===== src/rtl/vend_pkg.sv =====
// Shared vending-controller types: FSM states, coin codes, prices, widths.
// Latency: n/a (declarations only).
// Backpressure: n/a.
package vend_pkg;

   localparam int CREDIT_W  = 4;
   localparam int STOCK_W   = 3;
   localparam int ITEM_W    = 2;
   localparam int NUM_ITEMS = 4;

   typedef enum logic [1:0] {
      S_IDLE     = 2'd0,
      S_CREDIT   = 2'd1,
      S_DISPENSE = 2'd2,
      S_CHANGE   = 2'd3
   } state_t;

   localparam logic [1:0] COIN_NONE = 2'b00;
   localparam logic [1:0] COIN_5    = 2'b01;
   localparam logic [1:0] COIN_10   = 2'b10;

   // Prices in 5-cent units
   localparam logic [CREDIT_W-1:0] PRICE0 = 4'd3;
   localparam logic [CREDIT_W-1:0] PRICE1 = 4'd4;
   localparam logic [CREDIT_W-1:0] PRICE2 = 4'd5;
   localparam logic [CREDIT_W-1:0] PRICE3 = 4'd6;

   function automatic logic [CREDIT_W-1:0] price_of(input logic [ITEM_W-1:0] item);
      logic [CREDIT_W-1:0] p;
      case (item)
         2'd0:    p = PRICE0;
         2'd1:    p = PRICE1;
         2'd2:    p = PRICE2;
         default: p = PRICE3;
      endcase
      return p;
   endfunction

   // Coin code to value in units; the two invalid codes are worth nothing
   function automatic logic [1:0] coin_units(input logic [1:0] code);
      logic [1:0] u;
      case (code)
         COIN_5:  u = 2'd1;
         COIN_10: u = 2'd2;
         default: u = 2'd0;
      endcase
      return u;
   endfunction

endpackage


===== src/rtl/vend_stock.sv =====
// Per-product stock counters with single-slot decrement and global reload.
// Latency: counts update one cycle after dec/load; sold_out follows counts combinationally.
// Backpressure: none; a decrement of an empty slot is ignored.
module vend_stock
   import vend_pkg::*;
#(
   parameter int STOCK_INIT = 7
) (
   input  logic                 clk,
   input  logic                 reset,
   input  logic                 dec,
   input  logic [ITEM_W-1:0]    dec_sel,
   input  logic                 load,
   output logic [NUM_ITEMS-1:0] sold_out
);

   localparam logic [STOCK_W-1:0] INIT_CNT = STOCK_W'(STOCK_INIT);

   for (genvar g = 0; g < NUM_ITEMS; g++) begin : g_slot
      logic [STOCK_W-1:0] cnt;

      // Reload on restock, otherwise count down when this slot is vended
      always_ff @(posedge clk or negedge reset) begin
         if (!reset) begin
            cnt <= INIT_CNT;
         end else if (load) begin
            cnt <= INIT_CNT;
         end else if (dec && (dec_sel == ITEM_W'(g)) && (cnt != '0)) begin
            cnt <= cnt - 1'b1;
         end
      end

      assign sold_out[g] = (cnt == '0);
   end

endmodule


===== src/rtl/vend_ctrl.sv =====
// Vending controller: credit accumulation, product vend handshake, unit-by-unit change return.
// Latency: credit/strobe outputs are registered, visible one cycle after the triggering input.
// Backpressure: disp_req held until disp_done; coins rejected and selections ignored while busy.
module vend_ctrl
   import vend_pkg::*;
#(
   parameter int STOCK_INIT = 7,
   parameter int CREDIT_MAX = 15
) (
   input  logic                 clk,
   input  logic                 reset,
   input  logic [1:0]           coin,
   input  logic                 sel_valid,
   input  logic [ITEM_W-1:0]    sel,
   input  logic                 cancel,
   input  logic                 disp_done,
   input  logic                 restock,
   output logic [CREDIT_W-1:0]  credit,
   output logic                 disp_req,
   output logic [ITEM_W-1:0]    disp_item,
   output logic                 change_pulse,
   output logic                 coin_reject,
   output logic                 deny,
   output logic [NUM_ITEMS-1:0] sold_out,
   output logic                 busy
);

   localparam logic [CREDIT_W:0] CMAX = (CREDIT_W+1)'(CREDIT_MAX);

   state_t              state;
   logic [1:0]          coin_val;
   logic                coin_in;
   logic [CREDIT_W:0]   credit_sum;
   logic [CREDIT_W-1:0] price;
   logic                vend_ok;
   logic                restock_ok;

   // Decode coin value, selection price and whether a vend can be granted this cycle
   always_comb begin
      coin_val   = coin_units(coin);
      coin_in    = (coin_val != 2'd0);
      credit_sum = {1'b0, credit} + {3'b000, coin_val};
      price      = price_of(sel);
      vend_ok    = (state == S_CREDIT) && sel_valid && !cancel &&
                   (credit >= price) && !sold_out[sel];
      restock_ok = (state == S_IDLE) && restock;
   end

   vend_stock #(
      .STOCK_INIT (STOCK_INIT)
   ) u_stock (
      .clk      (clk),
      .reset    (reset),
      .dec      (vend_ok),
      .dec_sel  (sel),
      .load     (restock_ok),
      .sold_out (sold_out)
   );

   assign busy = (state == S_DISPENSE) || (state == S_CHANGE);

   // Controller FSM: state, credit and all registered outputs
   always_ff @(posedge clk or negedge reset) begin
      if (!reset) begin
         state        <= S_IDLE;
         credit       <= '0;
         disp_item    <= '0;
         disp_req     <= 1'b0;
         change_pulse <= 1'b0;
         coin_reject  <= 1'b0;
         deny         <= 1'b0;
      end else begin
         coin_reject  <= 1'b0;
         deny         <= 1'b0;
         change_pulse <= 1'b0;
         case (state)
            S_IDLE: begin
               // Credit is zero here, so any valid coin fits
               if (coin_in) begin
                  credit <= credit_sum[CREDIT_W-1:0];
                  state  <= S_CREDIT;
               end
               if (sel_valid) begin
                  deny <= 1'b1;
               end
            end
            S_CREDIT: begin
               if (cancel) begin
                  coin_reject <= coin_in;
                  state       <= S_CHANGE;
               end else if (sel_valid) begin
                  coin_reject <= coin_in;
                  if (vend_ok) begin
                     credit    <= credit - price;
                     disp_item <= sel;
                     disp_req  <= 1'b1;
                     state     <= S_DISPENSE;
                  end else begin
                     deny <= 1'b1;
                  end
               end else if (coin_in) begin
                  if (credit_sum <= CMAX) begin
                     credit <= credit_sum[CREDIT_W-1:0];
                  end else begin
                     coin_reject <= 1'b1;
                  end
               end
            end
            S_DISPENSE: begin
               coin_reject <= coin_in;
               if (disp_done) begin
                  disp_req <= 1'b0;
                  state    <= (credit != '0) ? S_CHANGE : S_IDLE;
               end
            end
            S_CHANGE: begin
               // One pulse per remaining unit, then back to idle
               coin_reject <= coin_in;
               if (credit != '0) begin
                  change_pulse <= 1'b1;
                  credit       <= credit - 1'b1;
               end else begin
                  state <= S_IDLE;
               end
            end
            default: state <= S_IDLE;
         endcase
      end
   end

endmodule


===== config.mk =====
export PLATFORM = sky130hd
export DESIGN_NAME = vend_ctrl
export DESIGN_NICKNAME = d
export VERILOG_FILES = /design/src/rtl/vend_pkg.sv /design/src/rtl/vend_stock.sv /design/src/rtl/vend_ctrl.sv
export SDC_FILE = /design/constraint.sdc
export NUM_CORES = 1
export LEC_CHECK = 0
export ABC_AREA = 1
export CAP_MARGIN = 20
export CORE_MARGIN = 2
export CORE_UTILIZATION = 25
export DETAILED_ROUTE_END_ITERATION = 6
export GPL_TIMING_DRIVEN = 0
export HOLD_SLACK_MARGIN = 0.05
export SLEW_MARGIN = 20
export SYNTH_ARGS = -nofsm -noshare
export SYNTH_HDL_FRONTEND = slang
export SYNTH_SLANG_ARGS = --single-unit

===== constraint.sdc =====
create_clock -name clk -period 2.25 [get_ports clk]
set_clock_uncertainty 0.2 [all_clocks]
set_input_delay 0.675 -clock clk [delete_from_list [all_inputs] [get_ports clk]]
set_output_delay 0.675 -clock clk [all_outputs]
set_load 0.02 [all_outputs]

==> qor.yml, run 1 <==
logic_synthesis:
  yosysMostFrequentCell: "nand2_1"
  seq_area_frac_synth: 0.322
  synth_area_leaders: "nand2_1 17%, dfstp_2 16%, dfrtp_1 16%"
  synth_top_area_frac: 0.171
  netlist_area_sq_um: 1910
  ys.flop_type: "dfstp_2"
  ys_seq_elements: 24
  synth_nets: 287
  synth_top_area_cell: "nand2_1"
  netlist_top_cells_count: "87 x nand2_1, 36 x inv_1, 27 x nand3_1"
  synthArstFlopShare: 1.00
  synthDistinctLibCells: 29
  syn_avg_cell_area_sq_um: 7.50
  synth-edff-count: 0
  syn_inst: 255
  ys_warn_count: 0
sta:
  finalCritPeriodShare: 1.11
  relSlewSlack: 0.683
  drv_slew: 0
  fin_crit_ps: 2490
  setup_ws_ps: -243
  hold_viol_final: 0
  rsz0062_at_grt: "yes"
  worst_pin_slew_ps: 475
  max_freq_ghz: 0.401
  setup_viol: 22
power:
  p_per_area_nw_per_um2: 1240
  peakVddDrop_mv: 0.567
  p_leak_nw: 1.35
  pwr-share-clk: 0.104
  swShare: 0.455
  switchingPower_mw: 1.54
  seq_power_share: 0.254
  intPower_mw: 1.84
  power.total_mw: 3.38
  power_frac_comb: 0.642
final_layout:
  fillers: 738
  drive_gt1_frac: 0.339
  n_antenna_cell: 0
  fin_area_sq_um: 2720
  nets: 337
  layout.cells.non_filler: 403
  utilization: 0.371
  syn_to_final_growth_pct: 42.2
setup_path:
  setup.worst_path.start_class: "input pin"
  endpoint_kind: "flip-flop"
  path_cells: "buf_8, clkinvlp_4, ha_4, nor2_2, nor2_2, ha_2, inv_2, fa_2, nand2_2, nand2_2, nor2_4, nor2_8, nand2_8, nand2_8, nand3_2, nor2_2, nor2_1"
  crit_type: "input pin to flip-flop"
  r2r_slack_ps: 50
  cpMostUsedCell: "nor2_2"
  slowest_stage: "fa_2"
  slowest_delay_ps: 210
  crit_buf_inv: 3
  crit_fanout: 6
  crit_family: "simple AND/OR/NAND/NOR gates"
  cp.required_ps: 2230
  crit_arrival_ps: 2470
cts:
  cts-root-buf: "clkbuf_8"
  cts.hold.buffers_added: 0
  cts_tree: "yes"
  htreeDepth: 1
  clockBufferDepth: 2
  clkTransAtPathRegs_ps: 100
  worstSkewPairLatency_ps: 270
  cts_buffers: 3
  cts_sinks: 24
routing:
  wl_mm: 4.42
  dr.pass1.iters: 4
  vias: 1762
  drc: 0
  viasPerCell: 4.37
  ant_nets: 0
  drtIter0Drc: 60
  routedWlPerCell_um: 11.0
placed_design:
  dp_worst_setup_slack_ps: -1220
  dpl-instance-area_sq_um: 2340
  dp_cells: 379
  dp_hpwl_mm: 3.32
  numPortBuffers: 24
  gp_congestion: 0.896
outcome:
  failed_checks: "setup timing"
  outcome: "finished with violations"
floorplan:
  io_pins: 25
  dieWidth_um: 91.5
  die_y_um: 91.5
  die_area_sq_um: 8360
  core_sq_um: 7330
  start_util: 0.261
  rows: 31
grt:
  grt_pass1_vias: 1767
  grt_pass1_wl_mm: 7.78
  antenna_found_initial: 0
  gr-total-overflow: 0
  grt_util_all_layers: 0.112
  grt_start_max_net_pins: 16
flow_run:
  cap_violations: 0
hold_path:
  hold_class: "flip-flop to flip-flop"
-- worst paths after layout --
path,from,to,cells after the start
worst max register to register,u_stock.g_slot[0].cnt[0]$_DFFE_PN1P_,credit[3]$_DFFE_PN0P_,13
max in group asynchronous,reset,u_stock.g_slot[2].cnt[1]$_DFFE_PN1P_,2
worst max-delay path,sel[0],credit[3]$_DFFE_PN0P_,17
worst min register to register,u_stock.g_slot[2].cnt[0]$_DFFE_PN1P_,u_stock.g_slot[2].cnt[0]$_DFFE_PN1P_,2
worst min-delay path,u_stock.g_slot[2].cnt[0]$_DFFE_PN1P_,u_stock.g_slot[2].cnt[0]$_DFFE_PN1P_,2
min in group asynchronous,reset,credit[3]$_DFFE_PN0P_,1
-- worst reg2reg max path, stage by stage (launching register included) --
cell and delay, ps:
dfstp_2 550, inv_2 40, ha_2 170, ha_4 160
inv_1 100, nand2_1 70, nand3_1 60, nand2_1 50
inv_1 270, nand2_8 130, nand2_8 100, nand3_2 80
nor2_2 90, nor2_1 50
-- logic make-up (layout without fill, tap and decap cells) --
kind of cell    Yosys count  count (layout)  synth area share
compound gates           15              15            0.0478
xor+xnor                  2               2           0.00916
fa+ha+maj                22              22             0.152
buf+inv                  45              94            0.0929
flops                    24              24             0.322
simple gates            147             147             0.376
-- layer usage --
metal	global-route usage	wire length, um	up-vias
li1	-	-	915
met1	0.150	2150	815
met2	0.190	2080	28
met3	0.0124	145	4
met4	0.0303	42	0
met5	0	0	-
-- area by class of cell --
type / count / area, sq um / share of cell area
clock buffers: 4 / 66.3 / 0.0244
multi-input cells: 186 / 1290 / 0.476
well taps: 99 / 124 / 0.0456
repair buffers: 46 / 440 / 0.162
flip-flops and latches: 24 / 618 / 0.227
inverters: 40 / 158 / 0.0580
plain buffers: 4 / 17.5 / 0.00644
-- power groups by stage --
| stage | Clock [mW] | Sequential [mW] | Combinational (mW) |
|---|---|---|---|
| finish | 0.351 | 0.859 | 2.17 |
| detailed placement | 0 | 0.873 | 1.87 |
| global placement | 0 | 0.877 | 1.84 |
| floorplan | 0 | 0.940 | 1.28 |
| CTS | 0.363 | 0.855 | 2.07 |
| global route | 0.381 | 0.891 | 2.46 |
-- sequential cells by signal, indices dropped and copies added, names as in the netlist --
register and count:
deny 1, credit 4, disp_item 2, state 2, disp_req 1, u_stock.g_slot.cnt 12, coin_reject 1, change_pulse 1
-- what timing repair did --
action | CTS | global route
resized for setup | 62 | 21
buffers inserted | 15 | 6
endpoints found under the setup margin | 29 | 28
pin swaps | 15 | 18
-- cells in the final DEF, fill, tap and decap left out, types with 6 or more instances in the layout --
cell,n
ha_4,7
nand2_1,80
inv_1,32
buf_4,19
buf_6,8
dfstp_2,12
nor2_1,8
ha_2,7
clkdlybuf4s50_1,14
nor2_2,6
nand2_2,8
dfrtp_1,10
ha_1,6
nand3_1,26
-- metrics by stage --
step           setup TNS, ps  hold WS [ps]
2_1_floorplan          -4870           179
3_3_place_gp          -25590           266
3_5_place_dp          -26130           266
4_1_cts                -5640           293
5_1_grt                -6510           306
6_report               -4230           288
Note: power is estimated with default switching activity, not from simulation.
==> run 2: changes to the inputs <==
- clock period: 2.25 -> 2.35 ns (I/O delays scaled with it)
==> run 2 against run 1 <==
The run still ends with setup timing left. Clock power is 5% lower. Via count is 1.2% lower. Register-to-register slack better by 80 ps. Clock-buffer cell count stayed put. Sequential cell count stayed put. Utilization is 0.87 points lower. Critical path depth stayed put. Design area is 2.3% lower. Sequential share of layout area is 0.55 points higher. Critical path type unchanged. Largest power group unchanged.
==> qor.yml, run 2 (same netlist as run 1, synthesis figures left out) <==
outcome:
  outcome: "finished with violations"
  failed_checks: "setup timing"
placed_design:
  numPortBuffers: 24
  dpl-instance-area_sq_um: 2340
  gp_congestion: 0.896
  dp_hpwl_mm: 3.32
  dp_worst_setup_slack_ps: -1150
floorplan:
  die_area_sq_um: 8360
  rows: 31
  io_pins: 25
  dieWidth_um: 91.5
  start_util: 0.261
  die_y_um: 91.5
  core_sq_um: 7330
final_layout:
  nets: 336
  fillers: 743
  n_antenna_cell: 0
  fin_area_sq_um: 2660
  largest_register_ffs: 12
  utilization: 0.362
  largest_register: "u_stock.g_slot.cnt"
  syn_to_final_growth_pct: 38.9
  final_cell_mix: "80 x nand2_1, 33 x inv_1, 26 x nand3_1, 19 x buf_4, 14 x clkdlybuf4s50_1"
  reg_top3: "u_stock.g_slot.cnt: 12 flops, credit: 4 flops"
  layout_commonest_cell: "nand2_1"
  multi_input_area_sq_um: 1250
  drive_gt1_frac: 0.323
  regArea_sq_um: 618
grt:
  gr-total-overflow: 0
  antenna_found_initial: 0
  grt_pass1_wl_mm: 7.76
  grt_start_max_net_pins: 16
  grt_util_all_layers: 0.111
  grt_pass1_vias: 1752
sta:
  worst_pin_slew_ps: 473
  rsz0062_at_grt: "yes"
  setup_ws_ps: -161
  relSlewSlack: 0.683
  fin_crit_ps: 2510
  max_freq_ghz: 0.398
  drv_slew: 0
  setup_viol: 22
  finalCritPeriodShare: 1.07
  hold_viol_final: 0
  holdWs_ps: 281
routing:
  routedWlPerCell_um: 10.9
  drtIter0Drc: 67
  ant_nets: 0
  viasPerCell: 4.33
  dr.pass1.iters: 4
  vias: 1741
  wl_mm: 4.37
  drc: 0
power:
  p_per_area_nw_per_um2: 1180
  p_leak_nw: 1.34
  peakVddDrop_mv: 0.543
setup_path:
  path_cells: "buf_8, clkinvlp_4, ha_4, nor2_2, nor2_2, ha_2, inv_2, fa_2, nand2_2, nand2_2, nor2_4, nor2_8, nand2_8, nand2_8, nand3_2, nor2_2, nor2_1"
  crit_arrival_ps: 2480
  slowest_stage: "fa_2"
  crit_fanout: 6
  rr_worst_depth: 13
  crit_type: "input pin to flip-flop"
  crit_buf_inv: 3
  slowest_delay_ps: 210
  path_depth: 17
  cpMostUsedCell: "nor2_2"
  cp.required_ps: 2320
  setup.worst_path.start_class: "input pin"
  endpoint_kind: "flip-flop"
  crit_family: "simple AND/OR/NAND/NOR gates"
hold_path:
  holdPathStages: 2
  hold_class: "flip-flop to flip-flop"
cts:
  cts.hold.buffers_added: 0
  cts_tree: "yes"
  cts_sinks: 24
  cts-root-buf: "clkbuf_8"
  clockBufferDepth: 2
  clkTransAtPathRegs_ps: 90
  htreeDepth: 1
  worstSkewPairLatency_ps: 270
  cts_buffers: 3
flow_run:
  cap_violations: 0
==> run 2: worst register-to-register path, cell delays in order (launching register included) <==
cell     delay, ps
dfstp_2        550
inv_1           40
ha_1           190
ha_2           190
inv_1           80
nand2_1         50
nand3_1         70
nand2_1         50
inv_1          270
nand2_8        130
nand2_8        100
nand3_2         70
nor2_2          80
nor2_1          40
==> run 2: final timing paths <==
| path | end | slack, ps | from |
|---|---|---|---|
| max | credit[3]$_DFFE_PN0P_ | -160 | sel[0] |
| min | u_stock.g_slot[1].cnt[0]$_DFFE_PN1P_ | 280 | u_stock.g_slot[1].cnt[0]$_DFFE_PN1P_ |
| max reg2reg | credit[3]$_DFFE_PN0P_ | 130 | u_stock.g_slot[1].cnt[0]$_DFFE_PN1P_ |
| min reg2reg | u_stock.g_slot[1].cnt[0]$_DFFE_PN1P_ | 280 | u_stock.g_slot[1].cnt[0]$_DFFE_PN1P_ |
| max in group asynchronous | u_stock.g_slot[0].cnt[1]$_DFFE_PN1P_ | 860 | reset |
| min in group asynchronous | disp_item[0]$_DFFE_PN0P_ | 550 | reset |
==> run 2: area by class of cell <==
cell class,instances,area share
multi-input cells,186,0.471
flip-flops and latches,24,0.233
repair buffers,44,0.155
inverters,40,0.0594
well taps,99,0.0467
clock buffers,4,0.0250
plain buffers,5,0.0104
==> run 2: per-layer routing <==
metal,vias to the layer above,part of all wire,global-route usage,wire [um]
li1,909,-,-,-
met1,808,0.50,0.150,2190
met2,20,0.47,0.189,2030
met3,4,0.024,0.0124,104
met4,0,0.0096,0.0303,42
met5,-,0,0,0
==> run 2: timing repair <==
| item | CTS | global route |
|---|---|---|
| setup buffers | 13 | 6 |
| endpoints found under the setup margin | 29 | 27 |
| resized for setup | 45 | 27 |
| pin swaps | 13 | 12 |
==> run 2: where the power goes <==
group          internal [mW]  total (mW)  leakage [nW]  switching, mW
combinational          0.844        1.98          1.04           1.14
sequential             0.679       0.821         0.272          0.142
clock                  0.185       0.335        0.0339          0.149
total                   1.71        3.14          1.34           1.43
==> run 2: per-stage QoR <==
step | total power, mW | TNS [ps] | cells
finish | 3.14 | -2680 | 402
global route | 3.48 | -4900 | 402
CTS | 3.08 | -4030 | 396
detailed placement | 2.62 | -24170 | 379
global placement | 2.60 | -23630 | 378
floorplan | 2.12 | -3330 | 255
